<file path="src/rtl/control_fsm_pkg.sv">
// Shared definitions for the CR16-subset fetch/execute controller.
//   - opcode (instr[15:12]) and extension (instr[7:4]) encodings
//   - branch/jump condition codes (instr[11:8])
//   - PSR bit positions, shared with the special-register block
//   - mux select encodings and FSM state encodings
// LUI lives on opcode 1110; opcode 1111 is left undefined and executes as a NOP.
package control_fsm_pkg;

  // Opcodes, instr[15:12]
  localparam logic [3:0] OP_RTYPE = 4'h0;
  localparam logic [3:0] OP_ANDI  = 4'h1;
  localparam logic [3:0] OP_ORI   = 4'h2;
  localparam logic [3:0] OP_XORI  = 4'h3;
  localparam logic [3:0] OP_SPEC  = 4'h4;  // LOAD/STOR/JAL/Jcond
  localparam logic [3:0] OP_ADDI  = 4'h5;
  localparam logic [3:0] OP_SHIFT = 4'h8;  // LSH (R) and LSHI (I)
  localparam logic [3:0] OP_SUBI  = 4'h9;
  localparam logic [3:0] OP_CMPI  = 4'hB;
  localparam logic [3:0] OP_BCOND = 4'hC;
  localparam logic [3:0] OP_MOVI  = 4'hD;
  localparam logic [3:0] OP_LUI   = 4'hE;

  // R-type extension codes, instr[7:4] under OP_RTYPE
  localparam logic [3:0] EXT_AND  = 4'h1;
  localparam logic [3:0] EXT_OR   = 4'h2;
  localparam logic [3:0] EXT_XOR  = 4'h3;
  localparam logic [3:0] EXT_ADD  = 4'h5;
  localparam logic [3:0] EXT_SUB  = 4'h9;
  localparam logic [3:0] EXT_CMP  = 4'hB;
  localparam logic [3:0] EXT_MOV  = 4'hD;

  // Extension under OP_SHIFT selecting the register form
  localparam logic [3:0] EXT_LSH  = 4'h4;

  // Extension codes under OP_SPEC
  localparam logic [3:0] EXT_LOAD  = 4'h0;
  localparam logic [3:0] EXT_STOR  = 4'h4;
  localparam logic [3:0] EXT_JAL   = 4'h8;
  localparam logic [3:0] EXT_JCOND = 4'hC;

  // Condition codes, instr[11:8]
  localparam logic [3:0] CC_EQ = 4'h0;
  localparam logic [3:0] CC_NE = 4'h1;
  localparam logic [3:0] CC_CS = 4'h2;
  localparam logic [3:0] CC_CC = 4'h3;
  localparam logic [3:0] CC_HI = 4'h4;
  localparam logic [3:0] CC_LS = 4'h5;
  localparam logic [3:0] CC_GT = 4'h6;
  localparam logic [3:0] CC_LE = 4'h7;
  localparam logic [3:0] CC_FS = 4'h8;
  localparam logic [3:0] CC_FC = 4'h9;
  localparam logic [3:0] CC_LO = 4'hA;
  localparam logic [3:0] CC_HS = 4'hB;
  localparam logic [3:0] CC_LT = 4'hC;
  localparam logic [3:0] CC_GE = 4'hD;
  localparam logic [3:0] CC_UC = 4'hE;
  localparam logic [3:0] CC_NV = 4'hF;

  // PSR bit indices
  localparam int PSR_C = 0;
  localparam int PSR_L = 2;
  localparam int PSR_F = 5;
  localparam int PSR_Z = 6;
  localparam int PSR_N = 7;

  // pc_src encodings
  localparam logic [1:0] PC_SRC_INC  = 2'b00;
  localparam logic [1:0] PC_SRC_DISP = 2'b01;
  localparam logic [1:0] PC_SRC_REG  = 2'b10;

  // reg_wr_src encodings
  localparam logic [1:0] WB_ALU  = 2'b00;
  localparam logic [1:0] WB_MEM  = 2'b01;
  localparam logic [1:0] WB_LINK = 2'b10;

  // imm_ext encodings
  localparam logic [1:0] IMM_SEXT = 2'b00;
  localparam logic [1:0] IMM_ZEXT = 2'b01;
  localparam logic [1:0] IMM_HIGH = 2'b10;

  typedef enum logic [2:0] {
    S_FETCH  = 3'd0,
    S_LATCH  = 3'd1,
    S_EXEC   = 3'd2,
    S_LDWAIT = 3'd3,
    S_LDWB   = 3'd4,
    S_STORE  = 3'd5
  } state_e;

  // R-type ALU extensions that the datapath implements
  function automatic logic is_rtype_alu(input logic [3:0] ext);
    return (ext == EXT_AND) || (ext == EXT_OR)  || (ext == EXT_XOR) ||
           (ext == EXT_ADD) || (ext == EXT_SUB) || (ext == EXT_CMP) ||
           (ext == EXT_MOV);
  endfunction

endpackage

</file>
<file path="src/rtl/control_fsm_cond_eval.sv">
// Branch/jump condition evaluator (purely combinational).
// Ports:
//   cond  in  4   condition code from instr[11:8]
//   psr   in  16  processor status word (C,L,F,Z,N used)
//   taken out 1   condition holds
module control_fsm_cond_eval
  import control_fsm_pkg::*;
(
  input  logic [3:0]  cond,
  input  logic [15:0] psr,
  output logic        taken
);

  logic c_f, l_f, f_f, z_f, n_f;
  logic unused_psr_bits;

  assign c_f = psr[PSR_C];
  assign l_f = psr[PSR_L];
  assign f_f = psr[PSR_F];
  assign z_f = psr[PSR_Z];
  assign n_f = psr[PSR_N];

  assign unused_psr_bits = ^{psr[15:8], psr[4:3], psr[1]};

  always_comb begin
    taken = 1'b0;
    case (cond)
      CC_EQ: taken = z_f;
      CC_NE: taken = ~z_f;
      CC_CS: taken = c_f;
      CC_CC: taken = ~c_f;
      CC_HI: taken = l_f;
      CC_LS: taken = ~l_f;
      CC_GT: taken = n_f;
      CC_LE: taken = ~n_f;
      CC_FS: taken = f_f;
      CC_FC: taken = ~f_f;
      CC_LO: taken = ~l_f & ~z_f;
      CC_HS: taken = l_f | z_f;
      CC_LT: taken = ~n_f & ~z_f;
      CC_GE: taken = n_f | z_f;
      CC_UC: taken = 1'b1;
      default: taken = 1'b0;
    endcase
  end

endmodule

</file>
<file path="src/rtl/control_fsm.sv">
// Multi-cycle fetch/execute controller for the 16-bit CR16-subset CPU.
// Drives the special-register block strobes (instr_en, pc_en, flag enables),
// register-file, ALU-mux and memory controls from state + current instr.
// Ports:
//   clk, reset        clock; asynchronous active-high reset
//   instr, psr        instruction register and processor status inputs
//   instr_en, pc_en   load IR / load PC strobes
//   pc_src            00 PC+1, 01 PC+disp, 10 Rtarget
//   mem_addr_sel      0 PC, 1 Raddr
//   mem_wr_en         memory write strobe
//   reg_wr_en         register-file write strobe
//   reg_wr_src        00 ALU, 01 memory, 10 PC+1 link
//   alu_b_sel         0 Rsrc, 1 extended immediate
//   imm_ext           00 sext, 01 zext, 10 imm<<8
//   alu_op            ALU operation code
//   cmp_f_en, of_f_en, z_f_en   flag-group update strobes
//   state_out         current state (debug)
module control_fsm
  import control_fsm_pkg::*;
#(
  parameter int MEM_LAT = 1
) (
  input  logic        clk,
  input  logic        reset,
  input  logic [15:0] instr,
  input  logic [15:0] psr,
  output logic        instr_en,
  output logic        pc_en,
  output logic [1:0]  pc_src,
  output logic        mem_addr_sel,
  output logic        mem_wr_en,
  output logic        reg_wr_en,
  output logic [1:0]  reg_wr_src,
  output logic        alu_b_sel,
  output logic [1:0]  imm_ext,
  output logic [3:0]  alu_op,
  output logic        cmp_f_en,
  output logic        of_f_en,
  output logic        z_f_en,
  output logic [2:0]  state_out
);

  localparam int CNT_W = $clog2(MEM_LAT + 1);
  localparam logic [CNT_W-1:0] CNT_LAST = CNT_W'(MEM_LAT - 1);

  state_e           state_q, state_d;
  logic [CNT_W-1:0] cnt_q, cnt_d;

  logic [3:0] op, ext;
  logic       taken;
  logic       is_load, is_stor, wait_done;
  logic       unused_instr_bits;

  assign op  = instr[15:12];
  assign ext = instr[7:4];

  // Rdest/Rsrc/imm low nibble feed the datapath directly, not this block.
  assign unused_instr_bits = ^instr[3:0];

  assign is_load   = (op == OP_SPEC) && (ext == EXT_LOAD);
  assign is_stor   = (op == OP_SPEC) && (ext == EXT_STOR);
  assign wait_done = (cnt_q == CNT_LAST);

  control_fsm_cond_eval u_cond_eval (
    .cond  (instr[11:8]),
    .psr   (psr),
    .taken (taken)
  );

  always_ff @(posedge clk or posedge reset) begin
    if (reset) begin
      state_q <= S_FETCH;
      cnt_q   <= '0;
    end else begin
      state_q <= state_d;
      cnt_q   <= cnt_d;
    end
  end

  // Next state; the wait counter restarts on every state change so both
  // FETCH and LDWAIT always dwell exactly MEM_LAT cycles.
  always_comb begin
    state_d = S_FETCH;
    case (state_q)
      S_FETCH:  state_d = wait_done ? S_LATCH : S_FETCH;
      S_LATCH:  state_d = S_EXEC;
      S_EXEC: begin
        if (is_load)      state_d = S_LDWAIT;
        else if (is_stor) state_d = S_STORE;
        else              state_d = S_FETCH;
      end
      S_LDWAIT: state_d = wait_done ? S_LDWB : S_LDWAIT;
      S_LDWB:   state_d = S_FETCH;
      S_STORE:  state_d = S_FETCH;
      default:  state_d = S_FETCH;
    endcase
    cnt_d = (state_d == state_q) ? cnt_q + 1'b1 : '0;
  end

  // Output decode; every strobe defaults low so reset (state forced to
  // FETCH) silences all of them immediately.
  always_comb begin
    instr_en     = 1'b0;
    pc_en        = 1'b0;
    pc_src       = PC_SRC_INC;
    mem_addr_sel = 1'b0;
    mem_wr_en    = 1'b0;
    reg_wr_en    = 1'b0;
    reg_wr_src   = WB_ALU;
    alu_b_sel    = 1'b0;
    imm_ext      = IMM_SEXT;
    alu_op       = 4'h0;
    cmp_f_en     = 1'b0;
    of_f_en      = 1'b0;
    z_f_en       = 1'b0;
    case (state_q)
      S_LATCH: instr_en = 1'b1;
      S_EXEC: begin
        // LOAD/STOR defer their single PC update to LDWB/STORE.
        pc_en = 1'b1;
        case (op)
          OP_RTYPE: begin
            if (is_rtype_alu(ext)) begin
              alu_op    = ext;
              reg_wr_en = (ext != EXT_CMP);
              of_f_en   = (ext == EXT_ADD) || (ext == EXT_SUB);
              cmp_f_en  = (ext == EXT_CMP);
              z_f_en    = (ext == EXT_ADD) || (ext == EXT_SUB) || (ext == EXT_CMP);
            end
          end
          OP_ADDI, OP_SUBI: begin
            alu_op    = op;
            alu_b_sel = 1'b1;
            reg_wr_en = 1'b1;
            of_f_en   = 1'b1;
            z_f_en    = 1'b1;
          end
          OP_CMPI: begin
            alu_op    = op;
            alu_b_sel = 1'b1;
            cmp_f_en  = 1'b1;
            z_f_en    = 1'b1;
          end
          OP_ANDI, OP_ORI, OP_XORI: begin
            alu_op    = op;
            alu_b_sel = 1'b1;
            imm_ext   = IMM_ZEXT;
            reg_wr_en = 1'b1;
          end
          OP_MOVI: begin
            alu_op    = op;
            alu_b_sel = 1'b1;
            reg_wr_en = 1'b1;
          end
          OP_LUI: begin
            alu_op    = op;
            alu_b_sel = 1'b1;
            imm_ext   = IMM_HIGH;
            reg_wr_en = 1'b1;
          end
          OP_SHIFT: begin
            if (ext == EXT_LSH) begin
              alu_op    = ext;
              reg_wr_en = 1'b1;
            end else if (ext[3:1] == 3'b000) begin
              // LSHI: ext[0] carries the shift direction, amount in imm.
              alu_op    = op;
              alu_b_sel = 1'b1;
              reg_wr_en = 1'b1;
            end
          end
          OP_SPEC: begin
            case (ext)
              EXT_LOAD, EXT_STOR: pc_en = 1'b0;
              EXT_JAL: begin
                reg_wr_en  = 1'b1;
                reg_wr_src = WB_LINK;
                pc_src     = PC_SRC_REG;
              end
              EXT_JCOND: pc_src = taken ? PC_SRC_REG : PC_SRC_INC;
              default: ;
            endcase
          end
          OP_BCOND: pc_src = taken ? PC_SRC_DISP : PC_SRC_INC;
          default: ;
        endcase
      end
      S_LDWAIT: mem_addr_sel = 1'b1;
      S_LDWB: begin
        reg_wr_en  = 1'b1;
        reg_wr_src = WB_MEM;
        pc_en      = 1'b1;
      end
      S_STORE: begin
        mem_addr_sel = 1'b1;
        mem_wr_en    = 1'b1;
        pc_en        = 1'b1;
      end
      default: ;
    endcase
  end

  assign state_out = state_q;

endmodule

</file>
<file path="config.mk">
export PLATFORM = sky130hd
export DESIGN_NAME = control_fsm
export DESIGN_NICKNAME = d
export VERILOG_FILES = /design/src/rtl/control_fsm_pkg.sv /design/src/rtl/control_fsm_cond_eval.sv /design/src/rtl/control_fsm.sv
export SDC_FILE = /design/constraint.sdc
export NUM_CORES = 1
export LEC_CHECK = 0
export CORE_MARGIN = 1
export CORE_UTILIZATION = 36
export DETAILED_ROUTE_END_ITERATION = 10
export PLACE_DENSITY = 0.8
export SLEW_MARGIN = 15
export SYNTH_ARGS = -nofsm -noshare
export SYNTH_HDL_FRONTEND = slang
export SYNTH_HIERARCHICAL = 1
export SYNTH_SLANG_ARGS = --single-unit
export TNS_END_PERCENT = 100
</file>
<file path="constraint.sdc">
create_clock -name clk -period 2.7 [get_ports clk]
set_input_delay 0.54 -clock clk [delete_from_list [all_inputs] [get_ports clk]]
set_output_delay 0.54 -clock clk [all_outputs]
set_load 0.02 [all_outputs]
</file>
==> summary.txt <==
dpl ws = -747.1 ps
vias in the first global route = 1,237
first-pass GRT wire length = 5.119 mm
drt total wl = 3.284 mm
status = finished clean
max_cap viols = 0
min Tclk post-route = 2677 ps
ANT cells = 0
Die ar. = 2501 um2
most common cell after layout, fill and taps aside = buf_4
IO buf count = 40
Final Cell Area = 1550 um2
most frequent cells in the layout = 37 x buf_4, 11 x dlygate4sd2_1, 11 x clkdlybuf4s50_1, 9 x nor2_1
register bit total from synthesis = 4
endpoint of the worst-slack reg-to-reg timing path = state_out[2]
Inst Count DP = 211
initial DRC count = 22
initial antenna violation count = 0
Post-synth EDFFs = 0
clk_lat worst skew = 240 ps
setup ws final = 22.76 ps
Post-Syn Area per Cell = 6.971 um2
critical path class = in2out
Worst setup endpoint = pc_src[1]
fraction of registers with async set/reset = 100.0%
worst-path maximum fanout = 5
hold_buf cts = 0
dpl cell area = 1481 um2
pwr/cell area = 423.9 nW/um2
Unique masters post-synth = 46
RSZ-0062 raised after global routing = true
GR Util All Layers = 26.10%
Die Y = 50.01 um
synthesized cell area = 829.5 um2
Worst EP required = 2160 ps
Root Driver = clkbuf_4
total iterations of the first detailed-routing run = 5
crit path launch type = input pin
pin count of the biggest net entering global routing = 14
Post-Syn Nets = 153
Initial Util = 37.86%
endpoint class of the critical path = output port
VDD IR max = 458.8 uV
Syn-to-layout area delta = 86.88%
Die X = 50.01 um
core area = 2191 um2
Final #Nets = 224
Slew Viols, Final = 0
GR Overflow Total = 0
Synth Instances = 119
r2r setup slk = 1380 ps
FF-to-FF Start = state_out[0]
Final setup viols = 0
drt wl/cell = 15.20 um
TritonCTS clock tree = yes
clk buf depth = 2
Crit. Startpoint = instr[10]
H-tree levels = 1
TritonCTS buffer count = 3
share of layout cells above drive strength 1 = 38.83%
Rows = 17
drt drc = 0
final period utilization = 99.16%
CTS clk-pin slew, worst paths = 40 ps
max frequency = 0.3735 GHz
count of boundary I/O pins = 56
CP arrival = 2140 ps
Hold Crit Class = in2async
vias post-DR = 1,216
hpwl dp = 2.346 mm
Seq/Total Area, Yosys = 12.07%
number of routed nets with antenna violations = 0
Leak = 0.6991 nW
drt via density = 5.630
yosys warns = 6
Non-Filler Instances = 216
final hold violations = 0
clk_skew = 2.389 ps
RePlAce Congestion = 0.9138
worst-case reg-to-reg path depth = 3
dominant synthesized flop cell = dfrtp_1
CTS Sinks = 4
-- where the power goes --
part,leakage (nW),internal (mW),switching (mW),total [mW]
sequential,0.0501,0.0780,0.0186,0.0966
combinational,0.635,0.216,0.269,0.485
clock,0.0138,0.0498,0.0255,0.0753
-- how the worst min path moves through the flow --
stage	endpoint	slack (ps)	cells past startpoint
finish	state_out[0]	500	2
global route	cnt_q	520	2
CTS	state_out[0]	500	2
detailed placement	state_out[0]	560	2
global placement	state_out[1]	540	1
floorplan	cnt_q	310	1
-- final cells by class --
type	count	area, um2
inverter	7	26.28
fill	193	640.6
tap	28	35.03
multi-input combinational	98	753.2
timing repair buffer	76	613.1
sequential	4	100.1
clock buffer	3	22.52
-- layer usage --
metal	vias to the layer above	track usage (%)	wire length, um
met5	-	0	0
met4	0	12.86	59
met3	8	3.086	132
met2	39	50.89	1751
met1	580	26.42	1340
li1	589	-	-
-- timing repair --
action	CTS	global route
cloned	0	0
setup endpoints to repair	15	10
setup buffers	1	1
pin swaps	7	4
resized for setup	71	24
-- synthesized netlist by cell type (2+ instances only) --
library cell,n,area share (%)
nor2_1,10,4.5
clkbuf_1,9,4.1
a21oi_1,8,4.8
nand2b_1,8,6.0
inv_1,6,2.7
nor3_1,5,3.0
nor3b_1,5,4.5
a211oi_1,4,3.6
dfrtp_1,4,12
nand2_1,4,1.8
nand3_1,4,2.4
a31oi_1,3,2.3
nor4_1,3,2.3
o21ai_0,3,1.8
o311a_1,3,3.6
xor2_1,3,3.2
a21boi_0,2,1.8
a21o_1,2,1.8
mux2i_1,2,2.4
nor4b_1,2,2.1
o2111ai_1,2,2.1
or4_1,2,1.8
or4b_2,2,2.4
-- metrics by stage --
stage	total power, mW	utilization (%)	hold WS [ps]	TNS [ps]
after CTS	0.6461	67.68	501.4	0
after global routing	0.7027	70.76	520.5	-18.13
after global placement	0.5697	67.62	536.0	-6874
after floorplan	0.3403	-	306.1	0
after detailed placement	0.5845	67.62	559.4	-7381
final	0.6572	70.76	497.2	0
-- state kept, by name, summed over array words and instances (netlist names) --
| register | count |
|---|---|
| state_out | 3 |
| cnt_q | 1 |
-- critical path, stage by stage --
cell and delay [ps]:
buf_2 140, inv_2 60, o311a_1 340, o311a_1 290, or4_4 420, inv_2 100, a2111oi_4 70, buf_4 180
-- cells by family after synthesis --
logic type / after synthesis / share of synthesized area (%)
simple gates: 55 / 41.33
compound gates: 37 / 31.98
buf+inv: 17 / 8.596
flops: 4 / 12.07
xor+xnor: 3 / 3.168
mux: 2 / 2.413
other cells: 1 / 0.4521
Power figures use the tool's default switching activity.
